<file path="config.mk">
export PLATFORM = sky130hd
export DESIGN_NAME = virq_inject_flat
export DESIGN_NICKNAME = d
export VERILOG_FILES = /design/src/rtl/virq_inject_pkg.sv /design/src/rtl/virq_inject_if.sv /design/src/rtl/virq_inject_m1_edge_det.sv /design/src/rtl/virq_inject.sv /design/src/flat_wrapper.sv
export SDC_FILE = /design/constraint.sdc
export NUM_CORES = 1
export LEC_CHECK = 0
export BUFFER_PORTS_ARGS = -buffer_cell sky130_fd_sc_hd__buf_2
export CAP_MARGIN = 20
export CORE_MARGIN = 4
export CORE_UTILIZATION = 30
export CTS_CLUSTER_DIAMETER = 50
export DETAILED_ROUTE_END_ITERATION = 6
export PLACE_DENSITY_LB_ADDON = 0.1
export SLEW_MARGIN = 15
export SYNTH_ARGS = -nofsm -noshare
export SYNTH_HDL_FRONTEND = slang
export SYNTH_SLANG_ARGS = --single-unit
</file>
<file path="constraint.sdc">
create_clock -name clk -period 1.9 [get_ports clk]
set_clock_uncertainty 0.2 [all_clocks]
set_input_delay 0.475 -clock clk [delete_from_list [all_inputs] [get_ports clk]]
set_output_delay 0.475 -clock clk [all_outputs]
set_load 0.005 [all_outputs]
</file>
<file path="src/rtl/virq_inject_pkg.sv">
// Shared definitions for the virtual-interrupt injector: FSM states, register
// addresses, CTRL/STATUS bit positions and the STATUS byte builder.
package virq_inject_pkg;

    typedef enum logic [2:0] {
        ST_IDLE   = 3'd0,
        ST_ARMED  = 3'd1,
        ST_DELAY  = 3'd2,
        ST_ASSERT = 3'd3,
        ST_ACK    = 3'd4
    } state_t;

    localparam logic [1:0] SEL_VECTOR = 2'd0;
    localparam logic [1:0] SEL_CTRL   = 2'd1;
    localparam logic [1:0] SEL_STATUS = 2'd2;

    localparam int CTRL_ARM_BIT    = 0;
    localparam int CTRL_CANCEL_BIT = 1;
    localparam int CTRL_DELAY_LSB  = 4;

    localparam int STAT_BUSY_BIT   = 0;
    localparam int STAT_DONE_BIT   = 1;
    localparam int STAT_TMO_BIT    = 2;
    localparam int STAT_STATE_LSB  = 4;

    function automatic logic [7:0] status_byte(input state_t st, input logic done, input logic tmo);
        logic [7:0] b;
        b                         = '0;
        b[STAT_BUSY_BIT]          = (st != ST_IDLE);
        b[STAT_DONE_BIT]          = done;
        b[STAT_TMO_BIT]           = tmo;
        b[STAT_STATE_LSB +: 3]    = st;
        return b;
    endfunction

endpackage

</file>
<file path="src/rtl/virq_inject_if.sv">
// Hypervisor register bus into the injector: one-clk write strobe, select,
// write data and a combinational read-back.
interface virq_inject_if;
    logic       reg_wr;
    logic [1:0] reg_sel;
    logic [7:0] wr_data;
    logic [7:0] rd_data;

    modport master (output reg_wr, output reg_sel, output wr_data, input rd_data);
    modport slave  (input reg_wr, input reg_sel, input wr_data, output rd_data);
endinterface

</file>
<file path="src/rtl/virq_inject_m1_edge_det.sv">
// Registers the synchronised /M1 and emits a one-clk pulse on its falling edge.
module virq_inject_m1_edge_det (
    input  logic clk,
    input  logic rst,
    input  logic i_m1_n,
    output logic o_fall
);
    logic r_m1_n;

    always_ff @(posedge clk or posedge rst) begin
        if (rst) r_m1_n <= 1'b1;
        else     r_m1_n <= i_m1_n;
    end

    assign o_fall = r_m1_n & ~i_m1_n;
endmodule

</file>
<file path="src/rtl/virq_inject.sv">
// Delivers a hypervisor-queued virtual IM2 interrupt to the guest Z80 after untrap.
// Optional unacknowledged-INT timeout is built when VIRQ_TIMEOUT_EN is defined.
module virq_inject
    import virq_inject_pkg::*;
#(
    parameter int         DELAY_W        = 4,
    parameter int         TIMEOUT_CYCLES = 4096,
    parameter logic [7:0] RESET_VECTOR   = 8'hFF
) (
    input  logic               clk,
    input  logic               rst,
    virq_inject_if.slave       io_reg,
    input  logic               i_trap_state,
    input  logic               i_m1_n,
    input  logic               i_iorq_n,
    output logic               o_int_n,
    output logic               o_vec_oe,
    output logic [7:0]         o_vec_out
);
    state_t               r_state, w_next;
    logic [7:0]           r_vector;
    logic [DELAY_W-1:0]   r_delay, r_cnt;
    logic                 r_done;
    logic                 w_m1_fall, w_ctrl_wr, w_arm, w_cancel, w_ack;
    logic                 w_tmo_hit, w_tmo_flag;

    function automatic logic [DELAY_W-1:0] sat_inc(input logic [DELAY_W-1:0] v);
        return (&v) ? v : v + 1'b1;
    endfunction

    virq_inject_m1_edge_det u_m1_edge (
        .clk    (clk),
        .rst    (rst),
        .i_m1_n (i_m1_n),
        .o_fall (w_m1_fall)
    );

    assign w_ctrl_wr = io_reg.reg_wr && (io_reg.reg_sel == SEL_CTRL);
    assign w_cancel  = w_ctrl_wr && io_reg.wr_data[CTRL_CANCEL_BIT];
    assign w_arm     = w_ctrl_wr && io_reg.wr_data[CTRL_ARM_BIT] && !io_reg.wr_data[CTRL_CANCEL_BIT];
    assign w_ack     = !i_m1_n && !i_iorq_n;

    always_ff @(posedge clk or posedge rst) begin
        if (rst) r_state <= ST_IDLE;
        else     r_state <= w_next;
    end

    // Ack outranks cancel, trap and timeout in ASSERT so a started acknowledge always gets its vector.
    always_comb begin
        w_next   = r_state;
        o_int_n  = 1'b1;
        o_vec_oe = 1'b0;
        case (r_state)
            ST_IDLE:   if (w_arm) w_next = ST_ARMED;
            ST_ARMED: begin
                if (w_cancel)           w_next = ST_IDLE;
                else if (!i_trap_state) w_next = ST_DELAY;
            end
            ST_DELAY: begin
                if (w_cancel)               w_next = ST_IDLE;
                else if (i_trap_state)      w_next = ST_ARMED;
                else if (r_cnt == r_delay)  w_next = ST_ASSERT;
            end
            ST_ASSERT: begin
                o_int_n = 1'b0;
                if (w_ack)             w_next = ST_ACK;
                else if (w_cancel)     w_next = ST_IDLE;
                else if (i_trap_state) w_next = ST_ARMED;
                else if (w_tmo_hit)    w_next = ST_IDLE;
            end
            ST_ACK: begin
                o_vec_oe = !i_iorq_n;
                if (i_iorq_n) w_next = ST_IDLE;
            end
            default: w_next = ST_IDLE;
        endcase
    end

    always_ff @(posedge clk or posedge rst) begin
        if (rst) begin
            r_vector <= RESET_VECTOR;
            r_delay  <= '0;
            r_cnt    <= '0;
            r_done   <= 1'b0;
        end else begin
            if (io_reg.reg_wr && (io_reg.reg_sel == SEL_VECTOR) && (r_state == ST_IDLE))
                r_vector <= io_reg.wr_data;
            if ((r_state == ST_IDLE) && w_arm)
                r_delay <= io_reg.wr_data[CTRL_DELAY_LSB +: DELAY_W];
            if (w_next != ST_DELAY)
                r_cnt <= '0;
            else if ((r_state == ST_DELAY) && w_m1_fall)
                r_cnt <= sat_inc(r_cnt);
            if ((r_state == ST_ACK) && (w_next == ST_IDLE))
                r_done <= 1'b1;
            else if ((r_state == ST_IDLE) && w_arm)
                r_done <= 1'b0;
        end
    end

`ifdef VIRQ_TIMEOUT_EN
    localparam int TMO_W = $clog2(TIMEOUT_CYCLES + 1);
    logic [TMO_W-1:0] r_tmo_cnt;
    logic             r_tmo;

    assign w_tmo_hit  = (r_state == ST_ASSERT) && (r_tmo_cnt == TMO_W'(TIMEOUT_CYCLES - 1));
    assign w_tmo_flag = r_tmo;

    always_ff @(posedge clk or posedge rst) begin
        if (rst) begin
            r_tmo_cnt <= '0;
            r_tmo     <= 1'b0;
        end else begin
            if ((r_state == ST_ASSERT) && (w_next == ST_ASSERT)) r_tmo_cnt <= r_tmo_cnt + 1'b1;
            else                                                 r_tmo_cnt <= '0;
            if (w_tmo_hit && (w_next == ST_IDLE) && !w_ack && !w_cancel && !i_trap_state)
                r_tmo <= 1'b1;
            else if ((r_state == ST_IDLE) && w_arm)
                r_tmo <= 1'b0;
        end
    end
`else
    // Timeout hardware absent; the parameter is still accepted so both builds share one interface.
    logic w_unused_tmo_cfg;
    assign w_unused_tmo_cfg = (TIMEOUT_CYCLES > 0);
    assign w_tmo_hit        = 1'b0;
    assign w_tmo_flag       = 1'b0;
`endif

    always_comb begin
        io_reg.rd_data = '0;
        case (io_reg.reg_sel)
            SEL_VECTOR: io_reg.rd_data = r_vector;
            SEL_CTRL:   io_reg.rd_data[CTRL_DELAY_LSB +: DELAY_W] = r_delay;
            SEL_STATUS: io_reg.rd_data = status_byte(r_state, r_done, w_tmo_flag);
            default:    ;
        endcase
    end

    assign o_vec_out = r_vector;
endmodule
</file>
<file path="src/flat_wrapper.sv">
// flat-port wrapper written by rule: the top's interface ports become plain ports
module virq_inject_flat import virq_inject_pkg::*;
#(
    parameter int         DELAY_W        = 4,
    parameter int         TIMEOUT_CYCLES = 4096,
    parameter logic [7:0] RESET_VECTOR   = 8'hFF
)
  (clk, rst, i_trap_state, i_m1_n, i_iorq_n, o_int_n, o_vec_oe, o_vec_out, io_reg_reg_wr, io_reg_reg_sel, io_reg_wr_data, io_reg_rd_data);
  virq_inject_if io_reg_i ();
  input  logic clk;
  input  logic rst;
  input  logic i_trap_state;
  input  logic i_m1_n;
  input  logic i_iorq_n;
  output logic o_int_n;
  output logic o_vec_oe;
  output logic [7:0] o_vec_out;
  input wire logic [$bits(io_reg_i.reg_wr)-1:0] io_reg_reg_wr;
  input wire logic [$bits(io_reg_i.reg_sel)-1:0] io_reg_reg_sel;
  input wire logic [$bits(io_reg_i.wr_data)-1:0] io_reg_wr_data;
  output wire logic [$bits(io_reg_i.rd_data)-1:0] io_reg_rd_data;
  assign io_reg_i.reg_wr = io_reg_reg_wr;
  assign io_reg_i.reg_sel = io_reg_reg_sel;
  assign io_reg_i.wr_data = io_reg_wr_data;
  assign io_reg_rd_data = io_reg_i.rd_data;
  virq_inject #(.DELAY_W(DELAY_W), .TIMEOUT_CYCLES(TIMEOUT_CYCLES), .RESET_VECTOR(RESET_VECTOR)) u_core (.clk(clk), .rst(rst), .io_reg(io_reg_i), .i_trap_state(i_trap_state), .i_m1_n(i_m1_n), .i_iorq_n(i_iorq_n), .o_int_n(o_int_n), .o_vec_oe(o_vec_oe), .o_vec_out(o_vec_out));
endmodule
</file>
# Yosys cells after proc, flatten, opt, wreduce, memory -nomap -nowiden
# Index checks and enable logic that the tools add are counted.
# totals
in_bits	16
reg_bits	21
word_cells	59
out_inout_bits	18
# op_classes
bitwise	2
eq_ne	9
mux	20
n_reduce_logical	21
addsub	1
# ops
op	n
two-way mux 3 bit	10
case mux 3 bit (5 select lines)	1
two-way mux 4 bit	3
case mux 4 bit (3 select lines)	1
logical AND 1 bit	10
case mux 4 bit (2 select lines)	1
== test 3 x 2 -> 1 bit, second input constant	2
zero test 3 bit	2
adder 4 x 1 -> 4 bit, second input constant	1
== test 4 bit	1
two-way mux 1 bit	4
AND reduction 4 bit	1
nonzero test 2 bit	2
== test 3 x 1 -> 1 bit, second input constant	1
== test 3 bit, second input constant	1
zero test 1 bit	3
!= test 3 x 2 -> 1 bit, second input constant	1
nonzero test 3 bit	1
== test 2 x 1 -> 1 bit, second input constant	1
== test 2 bit, second input constant	1
zero test 2 bit	1
!= test 2 x 1 -> 1 bit, second input constant	1
AND reduction 2 bit	1
bitwise AND 1 bit	1
inverter 1 bit	1

# Depth between registers and ports, before layout
# Gate-level depths: netlist of run 1.
# depth
word_depth	9
depth_mapped	5
ltp_nobuf	5

# Hierarchy
# From an unflattened synthesis of run 1, not the netlist that was laid out.
# hier_totals
cells_unflattened	108
hier_area_um2	1237.4
# modules_own_cells
module	n_inst	area_each_um2	cells_per_inst	seq_area_each_um2
virq_inject	1	1193.6	105	510.5
virq_inject_m1_edge_det	1	43.8	3	26.3

# Worst setup path after synthesis of run 1
# No wires, ideal clock.
# synth_timing
path_kind	input to output
from	input io_reg_reg_sel[1]
to	output io_reg_rd_data[4]
cell_stages	4
n_path_buf	1
required_ns	1.225
arrival_time_ns	1.083
setup_slack_ns	0.142
cell_sequence	clkbuf_1 -> nor2b_1 -> nand2_1 -> o21ai_0
# synth_via
elab_chain_cells	2
elab_cells_between_ends	4
classes_between	eq/ne (2); mux (1); reduce/logical (1)
# synth_lines
element	line_no	source
from (decl)	flat_wrapper.sv:19	input wire logic [$bits(io_reg_i.reg_sel)-1:0] io_reg_reg_sel;
== test 2 bit, or another cell as far along	virq_inject.sv:132	case (io_reg.reg_sel)
case mux 4 bit (3 select lines) (*)	virq_inject.sv:132	
to (decl)	flat_wrapper.sv:21	output wire logic [$bits(io_reg_i.rd_data)-1:0] io_reg_rd_data;
# Mark *: on every way between the ends. The rest lies on a longest branch, timed or not.

# Final worst setup path of run 1
# layout_timing
from	register u_core.r_state[0]
to	output io_reg_rd_data[0]
# layout_via
elab_chain_cells	2
# layout_lines
element	line_no	source
from (decl)	virq_inject.sv:20	state_t r_state, w_next;
from (signal assigned)	virq_inject.sv:45	else r_state <= w_next;
nonzero test 3 bit	virq_inject_pkg.sv:29	b[STAT_BUSY_BIT] = (st != ST_IDLE);
case mux 4 bit (2 select lines)	virq_inject.sv:132	
# No other way between the ends.

==> results of run 1 <==
through the flow:
stage	total power, mW	worst slack (ps)	TNS [ps]	cell area [um^2]	std cells
detailed placement	1.53	17.7	0	1480	193
finish	1.92	-32.8	-32.8	1600	203
CTS	1.92	-47.7	-47.7	1570	201
global placement	1.52	44.7	0	1480	193
global route	2.08	-95.3	-187	1600	203
floorplan	1.28	142	0	1230	107
per-layer routing:
metal	vias up	part of all wire (%)	track usage, %
li1	471	-	-
met1	437	47	15.8
met2	19	47	19.1
met3	5	4.6	3.32
met4	0	1.1	4.18
met5	-	0	0
timing repair:
action | in CTS | in global routing
hold buffers | 0 | 0
resized for setup | 5 | 6
endpoints found under the setup margin | 3 | 5
pin swaps | 1 | 5
buffers inserted | 4 | 2
synth_stat cells (all sizes together) (2+ instances only):
library cell	count
dfstp	9
dfrtp	12
inv	2
xor2	4
and2	3
buf	4
xnor2	2
mux2i	7
a211oi	2
nand2b	2
mux2	12
nor2	12
nand3	6
nand2	4
o21ai	5
nor2b	3
kinds of logic (layout without fill, tap and decap cells):
group	Yosys count	count (layout)	synth area share [%]
and+or+nand+nor	40	40	21.7
DFF	21	21	43.5
muxes	19	19	19.0
AOI/OAI and AO/OA	13	13	6.79
buffers and inverters	7	53	3.75
xor gates and xnor gates	6	6	4.26
adders and majority gates	1	1	1.01
layout make-up:
cell class / instances / area (um^2)
clock inverter: 1 / 5.00
sequential: 21 / 538
inverter: 2 / 7.51
clock buffer: 3 / 41.3
timing repair buffer: 47 / 278
fill: 419 / 2400
multi-input combinational: 79 / 669
tap: 50 / 62.6
worst min path at each step:
| stage | end | slack, ps | from |
|---|---|---|---|
| CTS | u_core.r_done | 40 | rst |
| global route | u_core.r_done | 70 | rst |
| global placement | u_core.r_done | 290 | u_core.r_done |
| detailed placement | u_core.r_done | 290 | u_core.r_done |
| floorplan | u_core.r_cnt[0] | 240 | rst |
| finish | u_core.r_state[2] | 40 | rst |
report_power, final:
group / leakage [nW] / switching [mW] / total (mW) / internal (mW)
registers: 0.252 / 0.134 / 0.797 / 0.662
clock network: 0.0255 / 0.148 / 0.294 / 0.146
logic: 0.512 / 0.333 / 0.826 / 0.493
sequential cells by signal (all words and copies together) (netlist names):
name / cells
u_core.o_vec_out: 8
u_core.r_cnt: 4
u_core.r_delay: 4
u_core.r_state: 3
u_core.r_done: 1
u_core.u_m1_edge.r_m1_n: 1
worst register-to-register path: stages, from the launching register on:
cell and delay, ps:
dfrtp_1 430, or2_4 290, nor2_8 90, buf_4 140, nand3_4 170, mux2_4 350
==> flow_results.org, run 1 <==
** Run status
- Run status :: complete, but fails checks
- The checks that failed: setup timing.

** Worst setup path
- The endpoint identified for the worst register-to-register timing path is u_core.o_vec_out[7].
- WS Path Type :: flip-flop to primary output
- In this run the critical register-to-register path is launched from u_core.r_state[0].
- Crit path DAT :: roughly 1300 ps
- Critical path origin :: u_core.r_state[0]
- Among all stages on the critical path, the largest delay is contributed by dfrtp_1.
- For the worst setup path, the data required time is 1220 ps.
- For the worst flop-to-flop path, the logic depth is 5.
- Counting buffers and inverters, the worst setup path is 4 cells deep.
- Element type at the critical path start :: flip-flop
- Cell breakdown of the critical path :: or2_4 -> nor2_8 -> a211oi_2 -> buf_2
- CP Capture Type :: primary output
- Number of buffer and inverter instances along the worst setup path :: 1
- Stage delay of the slowest cell on the critical path :: 430 ps
- Among cell families on the critical path, the largest total delay comes from flip-flops.
- Setup slack on the worst flop-to-flop path :: between 150 and 200 ps
- In this run the worst path has a maximum fanout of 4.
- Critical path endpoint :: io_reg_rd_data[0]

** Global routing
- Global-route wire length before repair :: roughly 4800 um
- Across every metal layer, demand over resource in global routing totals between 10% and 20%.
- Maximum number of pins on one net before global-route repair :: 22
- Number of global-route vias before repair :: 1020
- The number of antenna violations at the first check in global routing is 0.
- The total overflow left after global routing is 0.

** Route
- After detailed routing, the number of vias per cell comes to between 4 and 5.
- For this run, the detailed router's first-pass iteration total came to 4.
- Post-detailed-route wirelength per cell :: approximately 14 um
- Detailed routing inserted a total of slightly above 900 vias.
- Final ANT Viol Nets :: 0
- Remaining routing DRC violations :: 0
- After detailed routing, the total wire length is ~2800 um.
- Starting DRC count in detailed routing :: 34

** Placement
- Buffers placed on the I/O ports in this run total 33.
- Routability-driven placement finished with a final weighted congestion of approximately 0.75.
- Detailed placement finished with a half-perimeter wire length of about 2200 um.

** Floorplanning
- Chip Width :: between 70 and 80 um
- 34 I/O pins were placed.
- Area enclosed by the die boundary :: 5210 um^2
- The floorplan has 23 rows.
- Measured along the y axis, the die boundary spans about 70 um.
- The total area inside the core boundary comes to 4000 um^2.
- Starting density of the core :: between 30% and 40%

** Cells and area
- The area growth from synthesis to layout is 29.7%.
- Layout cell share with drive strength beyond 1 :: between 50% and 60%
- Post-layout nets :: approximately 170
- The library cell used most frequently in the layout, excluding fill and tap cells, is buf_2.
- The top cell types in the final layout, fill and taps aside, are buf_2 (33), buf_4 (12), dfrtp_1 (11).
- Count of antenna diodes in the layout :: 0
- Fin util :: roughly two fifths

** Min path
- Worst min-delay path category :: input pin to asynchronous set/reset pin

** STA
- Across all setup checks in the final design, the least slack found is -32.8 ps.
- Across all hold checks on the routed design, the worst slack comes to approximately 39 ps.
- At the pin with the least slew margin, the transition time is ~320 ps.
- The number of hold violations in the final report is 0.
- Based on the critical path, the design can be clocked at up to between 0.5 and 0.6 GHz.
- Setup violations remaining at the end of the flow were counted as 1.
- The final-report max-slew violation count is 0.
- The worst path in the final design needs a cycle of between 1500 and 2000 ps, including I/O delays and setup.
- Setup repair after global routing could not meet its margin everywhere.
- In the finished design, the share of the clock period the worst path needs comes to 102%.
- In this run the tightest slew margin relative to its limit is 78.8%.

** Clock network
- TritonCTS buffer count :: 3
- CTS built an H-tree with a depth of 1.
- Later-pin clock latency in the skew report :: approximately 260 ps
- TritonCTS built the clock tree.
- CTS clock-pin slew for the worst setup and hold paths :: 80 ps
- In this run the clock root is driven by a clkbuf_8.
- TritonCTS sink count :: 21
- Clock Path Buffers :: 2

** Synthesis
- Mapped Area :: 1230 um^2
- Count of distinct cell types in the synthesized netlist :: 39
- After synthesis, the share of flip-flops with an asynchronous set or reset is between 90% and 100%.
- Mapped Cells :: around 110
- Among all flip-flop cells after synthesis, the most frequent one is dfrtp_1.
- Top cells by area, synth :: dfrtp_1 (24%), dfstp_2 (19%), mux2_4 (9.7%)
- Dividing the synthesized area by the synthesized cell count gives 11.5 um^2.
- The synthesized design contains 0 enable-type register cells.
- Mapped Nets :: between 100 and 150
- The top cell type by area accounts for 24.3% of the synthesized area.
- Sequential element share of the synthesized area :: a little over two fifths
- Yosys warning total :: 0
- dfrtp_1 takes more of the synthesized area than any other cell.
- After synthesis the netlist holds a flip-flop and latch count of 21.

** Pwr
- For this design the ratio of total power to cell area is ~1200 nW/um^2.
- The analysis attributes to cell leakage a power of between 0.7 and 0.8 nW.
- Largest voltage drop on the vdd net :: between 0.0005 and 0.0006 V

** Job
- The tool flagged a number of max-cap violations equal to 0.
No activity file was read; power rests on OpenSTA's default activity.
==> run 2, diff against run 1 <==
--- a/config.mk
+++ b/config.mk
@@ -11,6 +11,7 @@
 export CORE_UTILIZATION = 30
 export CTS_CLUSTER_DIAMETER = 50
 export DETAILED_ROUTE_END_ITERATION = 6
+export MAX_ROUTING_LAYER = met4
 export PLACE_DENSITY_LB_ADDON = 0.1
 export SLEW_MARGIN = 15
 export SYNTH_ARGS = -nofsm -noshare
==> run 2 against run 1 <==
Net effect: the run still ends with setup timing left; sequential power is essentially flat; final area did not move; hold slack hardly changed; total power is essentially flat; die area stayed put; maximum frequency about the same.
==> flow_results.org, run 2 (synthesis gave the netlist of run 1 again) <==
** STA
- The minimum clock period was 1930 ps (about the same).
- Unrepaired setup endpoints after global routing: true (unchanged).
- Worst relative slew slack :: 78.8% (about the same)
- Post-Route Hold Slack :: 39.5 ps (was 39.3 ps)
- Highest achievable clock rate :: 0.517 GHz (about the same)
- Post-layout worst setup margin :: -32.6 ps (was -32.8 ps)
- Final Max Tran Viols :: 0 (unchanged)
- Worst-Margin Slew :: 317 ps (about the same)
- Final hold violations :: 0 (unchanged)
- The number of setup violations in the final report came to 1 (unchanged).
- Final period utilization :: 102% (about the same)

** Cells and area
- Commonest cells after routing, fill and taps aside: buf_2 (33), buf_4 (12), dfrtp_1 (11) (unchanged).
- The final net count was 171 (unchanged).
- The share of layout cells above drive strength 1 is 53.6% (unchanged).
- The final non-filler cell area was 1600 um^2 (unchanged).
- The area growth from synthesis to final layout was 29.7% (unchanged).
- The count of filler cells inserted in the layout is 419 (unchanged).
- The antenna diode instance count is 0 (unchanged).
- The commonest non-fill, non-tap cell in the layout is buf_2 (unchanged).
- Number of flip-flops in the largest register :: 8 (unchanged)

** Worst setup path
- The nature of the critical path startpoint is a flip-flop (unchanged).
- Cell breakdown of the critical path :: or2_4 -> nor2_8 -> a211oi_2 -> buf_2 (unchanged)
- CP Max Fanout :: 4 (unchanged)
- The largest stage delay on the critical path came to 430 ps (about the same).
- Number of buffer and inverter instances along the worst setup path :: 1 (unchanged)
- The family with the most delay on the worst path was flip-flops (unchanged).
- The data arrival time at the worst-slack endpoint is 1260 ps (about the same).
- CP Capture Type :: primary output (unchanged)
- Slowest-stage cell, CP :: dfrtp_1 (unchanged)
- WS Path Type :: flip-flop to primary output (unchanged)
- Data required, critical path :: 1220 ps (about the same)

** Global routing
- Maximum number of pins on one net before global-route repair :: 22 (unchanged)
- The total global routing overflow is 0 (unchanged).
- The number of global-route vias before repair came to 1019 (was 1020).
- The number of antenna violations at the first check in global routing came to 0 (unchanged).
- The wire length of the first global-routing pass came to 4840 um (unchanged).
- GRT Total Usage :: 12.5% (was 12.1%)

** Clock network
- Clock tree from TritonCTS :: done (unchanged)
- The depth of the CTS H-tree is 1 (unchanged).
- CTS clock-pin slew for the worst setup and hold paths :: 80 ps (about the same)
- Clock Path Buffers :: 2 (unchanged)
- Root Buffer Master :: clkbuf_8 (unchanged)
- Post-cts hold buffer count :: 0 (unchanged)
- The clock latency of the later-clocked register in the worst-skew pair came to 260 ps (about the same).
- The number of clock sinks was 21 (unchanged).
- The TritonCTS buffer count was 3 (unchanged).

** Route
- The number of design-rule violations left by the first detailed-router iteration was 55 (was 34).
- The count of antenna-violating nets left after detailed routing is 0 (unchanged).
- The via count normalized by instance count came to 4.63 (was 4.59).
- The first-pass detailed-route iteration total came to 4 (unchanged).
- The final routed DRC violation total was 0 (unchanged).
- The detailed-route wire length is 2820 um (about the same).
- Post-detailed-route wirelength per cell :: 13.9 um (about the same)
- Overall via count from detail_route :: 939 (was 932)

** Pwr
- Largest voltage drop on the vdd net :: 0.000533 V (about the same)
- Power density normalized to cell area :: 1200 nW/um^2 (about the same)
- The leakage power total was 0.790 nW (unchanged).

** Floorplanning
- The placeable core area was 4000 um^2 (unchanged).
- Starting density of the core :: 30.9% (unchanged)
- Area enclosed by the die boundary :: 5210 um^2 (unchanged)
- The die outline height came to 72.2 um (unchanged).
- The horizontal die dimension was 72.2 um (unchanged).
- Top Ports :: 34 (unchanged)
- Std cell rows :: 23 (unchanged)

** Min path
- The kind of path behind the tightest hold check is input pin to asynchronous set/reset pin (unchanged).

** Placement
- DP HPWL :: 2160 um (unchanged)
- The total of buffers placed on input and output ports came to 33 (unchanged).
- Total cell area at the placement stage :: 1480 um^2 (unchanged)
- RD Place Congestion :: 0.761 (was 0.751)

** Job
- The count of max-cap constraint violations is 0 (unchanged).

** Run status
- Run status: complete, but fails checks (unchanged).
- Failing checks :: setup timing (unchanged)
-- run 2: metrics by stage --
step	setup TNS, ps	util (%)	power [mW]	cells	setup slack [ps]
2_1_floorplan	0	-	1.28	107	142
3_3_place_gp	0	37.1	1.52	193	44.7
3_5_place_dp	0	37.1	1.53	193	17.7
4_1_cts	-47.7	39.3	1.92	201	-47.7
5_1_grt	-187	40.0	2.08	203	-95.3
6_report	-32.6	40.0	1.92	203	-32.6
-- run 2: final timing paths --
path	start	end	slack (ps)	depth (start not counted)
min in group clk	i_m1_n	u_core.u_m1_edge.r_m1_n	150	1
worst min register to register	u_core.r_done	u_core.r_done	300	1
max in group asynchronous	rst	u_core.o_vec_out[3]	1180	3
worst min-delay path	rst	u_core.r_state[2]	40	3
worst max-delay path	u_core.r_state[0]	io_reg_rd_data[0]	-30	4
worst max register to register	u_core.r_state[0]	u_core.o_vec_out[7]	170	5
-- run 2: worst register-to-register path: cells and delay by family (launching register included) --
family / cells / cell delay, ps
buf+inv: 1 / 140
flops: 1 / 430
mux: 1 / 350
simple gates: 3 / 550
-- run 2: power by group --
part	internal [mW]	switching (mW)	total (mW)
Sequential	0.662	0.135	0.797
Clock	0.146	0.149	0.295
Combinational	0.493	0.333	0.827
Total	1.30	0.617	1.92
-- run 2: cell type report --
type	instances	area [um^2]	share of cell area, %
timing repair buffer	47	278	17.3
clock buffer	3	41.3	2.58
tap	50	62.6	3.91
sequential	21	538	33.6
inverter	2	7.51	0.469
multi-input combinational	79	669	41.8
clock inverter	1	5.00	0.312
-- run 2: metal layers --
layer  share of wire, %  vias to the layer above  track usage [%]
met5                  0                        -                -
met4                1.2                        0             4.18
met3                4.0                        5             2.77
met2                 47                       21             19.1
met1                 47                      442             16.2
li1                   -                      471                -
-- run 2: timing repair --
action | CTS | global route
endpoints found under the setup margin | 3 | 5
hold endpoints to repair | 0 | 0
resized for setup | 5 | 6
pin swaps | 1 | 5
setup buffers | 4 | 2
==> run 3, diff against run 2 <==
==> constraint.sdc (replaced) <==
create_clock -name clk -period 1.7 [get_ports clk]
set_clock_uncertainty 0.2 [all_clocks]
set_input_delay 0.425 -clock clk [delete_from_list [all_inputs] [get_ports clk]]
set_output_delay 0.425 -clock clk [all_outputs]
set_load 0.005 [all_outputs]
==> run 3 against run 2 <==
Net effect: critical path depth stayed put; total power grew 16%; the run still ends with setup timing left; setup slack worse by 120 ps; count of clock-buffer cells in the layout up 1; critical path type unchanged; largest power group unchanged.
==> flow_results.org, run 3 (synthesis gave the netlist of run 1 again) <==
** STA
- The total negative slack is -626 ps (was -32.6 ps).
- The slew at the pin closest to its max-slew limit came to 332 ps (was 317 ps).
- Final hold violations :: 0 (unchanged)
- The number of setup violations in the final report is 10 (was 1).
- For this run, the top clock speed supported by timing is around 0.54 GHz.
- Shortest period the worst path allows :: roughly 1900 ps
- Final period utilization :: 109%
- Worst relative slew slack :: 77.7% (was 78.8%)
- Unrepaired setup endpoints after global routing :: true (unchanged)
- Post-layout worst setup margin :: -154 ps (was -32.6 ps)
- The final-report max-slew violation count is 0 (unchanged).

** Min path
- Worst min-delay path category :: input pin to flip-flop (was input pin to asynchronous set/reset pin)
- Along the worst hold path, the cell count comes to 1.

** Floorplanning
- Height of the die :: 72.2 um (unchanged)
- The total I/O pin count was 34 (unchanged).
- Chip Width :: 72.2 um (unchanged)
- The count of standard-cell rows is 23 (unchanged).
- The initial standard-cell utilization of the core was 30.9% (unchanged).
- The area of the die was 5210 um^2 (unchanged).
- Core ar. :: 4000 um^2 (unchanged)

** Global routing
- Global-route wire length before repair :: 5220 um (was 4840 um)
- The overall routing resource usage is 13.3% (was 12.5%).
- The total global routing overflow was 0 (unchanged).
- Maximum number of pins on one net before global-route repair :: 22 (unchanged)
- Number of antenna violations at the first check in global routing :: 0 (unchanged)
- The number of global-route vias before repair was 1055 (was 1019).

** Clock network
- The cell at the root of the clock tree is clkbuf_8 (unchanged).
- Later-pin clock latency in the skew report :: 260 ps (about the same)
- The depth of the CTS H-tree came to 1 (unchanged).
- Clock tree from TritonCTS :: done (unchanged)
- The number of clock sinks came to 21 (unchanged).
- The TritonCTS buffer count came to 3 (unchanged).
- The worst-case clock buffer depth is 2 (unchanged).
- The clock-pin slew on the worst setup and hold paths was 70 ps (was 80 ps).

** Pwr
- Standby leakage power :: 0.831 nW (was 0.790 nW)
- The peak ir drop on the vdd network came to 0.000508 V (was 0.000533 V).
- Power density normalized to cell area :: 1320 nW/um^2 (was 1200 nW/um^2)

** Worst setup path
- The data arrival time at the worst-slack endpoint is 1230 ps (was 1260 ps).
- The largest driver fanout on the critical path came to 3 (was 4).
- The number of buffers and inverters on the critical path was 1 (unchanged).
- CP Capture Type :: primary output (unchanged)
- The total stage count of the critical path came to 4 (unchanged).
- Cell type group with the largest total delay on the critical path :: flip-flops (unchanged)
- Stage delay of the slowest cell on the critical path :: 410 ps (was 430 ps)
- The required time reported for the critical path endpoint is 1070 ps (was 1220 ps).
- Worst r2r path cells :: 6 (was 5)
- The nature of the critical path startpoint is a flip-flop (unchanged).
- The start-to-end type of the worst setup path was flip-flop to primary output (unchanged).
- Cell breakdown of the critical path :: or2_4 -> nor2_8 -> a211oi_2 -> buf_2 (unchanged)
- Slowest-stage cell, CP :: dfrtp_1 (unchanged)

** Placement
- The total of buffers placed on input and output ports was 33 (unchanged).
- The detailed placement HPWL was 2250 um (was 2160 um).
- RD Place Congestion :: 0.735 (was 0.761)
- The post-placement worst setup slack came to -92.5 ps (was 17.7 ps).

** Route
- The via count of the routed design came to 982 (was 939).
- Final ANT Viol Nets :: 0 (unchanged)
- The final routed DRC violation total is 0 (unchanged).
- Via density per instance :: 4.65 (was 4.63)
- The average wire per standard cell is 14.2 um (was 13.9 um).
- Starting DRC count in detailed routing :: 33 (was 55)
- First drt pass iteration count :: 4 (unchanged)
- Total Routed Length :: 2990 um (was 2820 um)

** Cells and area
- Commonest cells after routing, fill and taps aside :: buf_2 (31), buf_4 (22), dfrtp_1 (11) (was buf_2 (33), buf_4 (12), dfrtp_1 (11))
- Most common cell after layout, fill and taps aside :: buf_2 (unchanged)
- Layout cell share with drive strength beyond 1 :: 56.5% (was 53.6%)
- Count of antenna diodes in the layout :: 0 (unchanged)
- Layout-stage area growth over the synthesis result :: 36.6% (was 29.7%)
- The total area of sequential cells came to 538 um^2 (unchanged).
- The flip-flop count of the largest register after layout is 8 (unchanged).
- Fill cells :: 399 (was 419)
- Fin util :: 42.2% (was 40.0%)
- Area taken by multi-input logic gates :: 692 um^2 (was 669 um^2)
- The final net count came to 179 (was 171).

** Run status
- Run status :: complete, but fails checks (unchanged)
- Failing checks: setup timing (unchanged).

** Job
- The count of max-cap constraint violations came to 0 (unchanged).
-- run 3: where the power goes --
part	internal, mW	switching [mW]
clock network	0.167	0.160
registers	0.740	0.135
logic	0.608	0.420
-- run 3: stage by stage --
stage                     cell area (um^2)  cells  total power, mW  hold WS, ps
after detailed placement              1540    200             1.76          280
final                                 1690    211             2.23          105
after global placement                1540    200             1.75          273
after global routing                  1690    211             2.41         94.5
after CTS                             1650    211             2.22         95.5
after floorplan                       1230    107             1.43          195
-- run 3: cell type report --
cell class / instances / share of cell area (%)
Multi-Input combinational cell: 79 / 41.0
Sequential cell: 21 / 31.9
Timing Repair Buffer: 55 / 20.3
Tap cell: 50 / 3.71
Clock buffer: 4 / 2.67
Inverter: 2 / 0.445
-- run 3: metal layers --
layer	vias up	GRT usage [%]	routed length, um
met5	-	-	0
met4	0	3.13	17
met3	2	2.77	126
met2	22	20.8	1410
met1	471	17.6	1440
li1	487	-	-
-- run 3: worst paths after layout --
path | startpoint | end | slack [ps]
max | u_core.r_state[1] | io_reg_rd_data[0] | -150
min | i_m1_n | u_core.u_m1_edge.r_m1_n | 110
max reg2reg | u_core.r_state[1] | u_core.r_delay[1] | -20
min reg2reg | u_core.r_done | u_core.r_done | 330
max in group asynchronous | rst | u_core.o_vec_out[5] | 480
min in group asynchronous | rst | u_core.r_done | 540
-- run 3: repair_timing --
item,CTS,global route
pin swaps,8,6
hold endpoints to repair,9,0
endpoints found under the setup margin,9,26
gates resized for setup,8,9
setup buffers,6,0
hold buffers,1,0
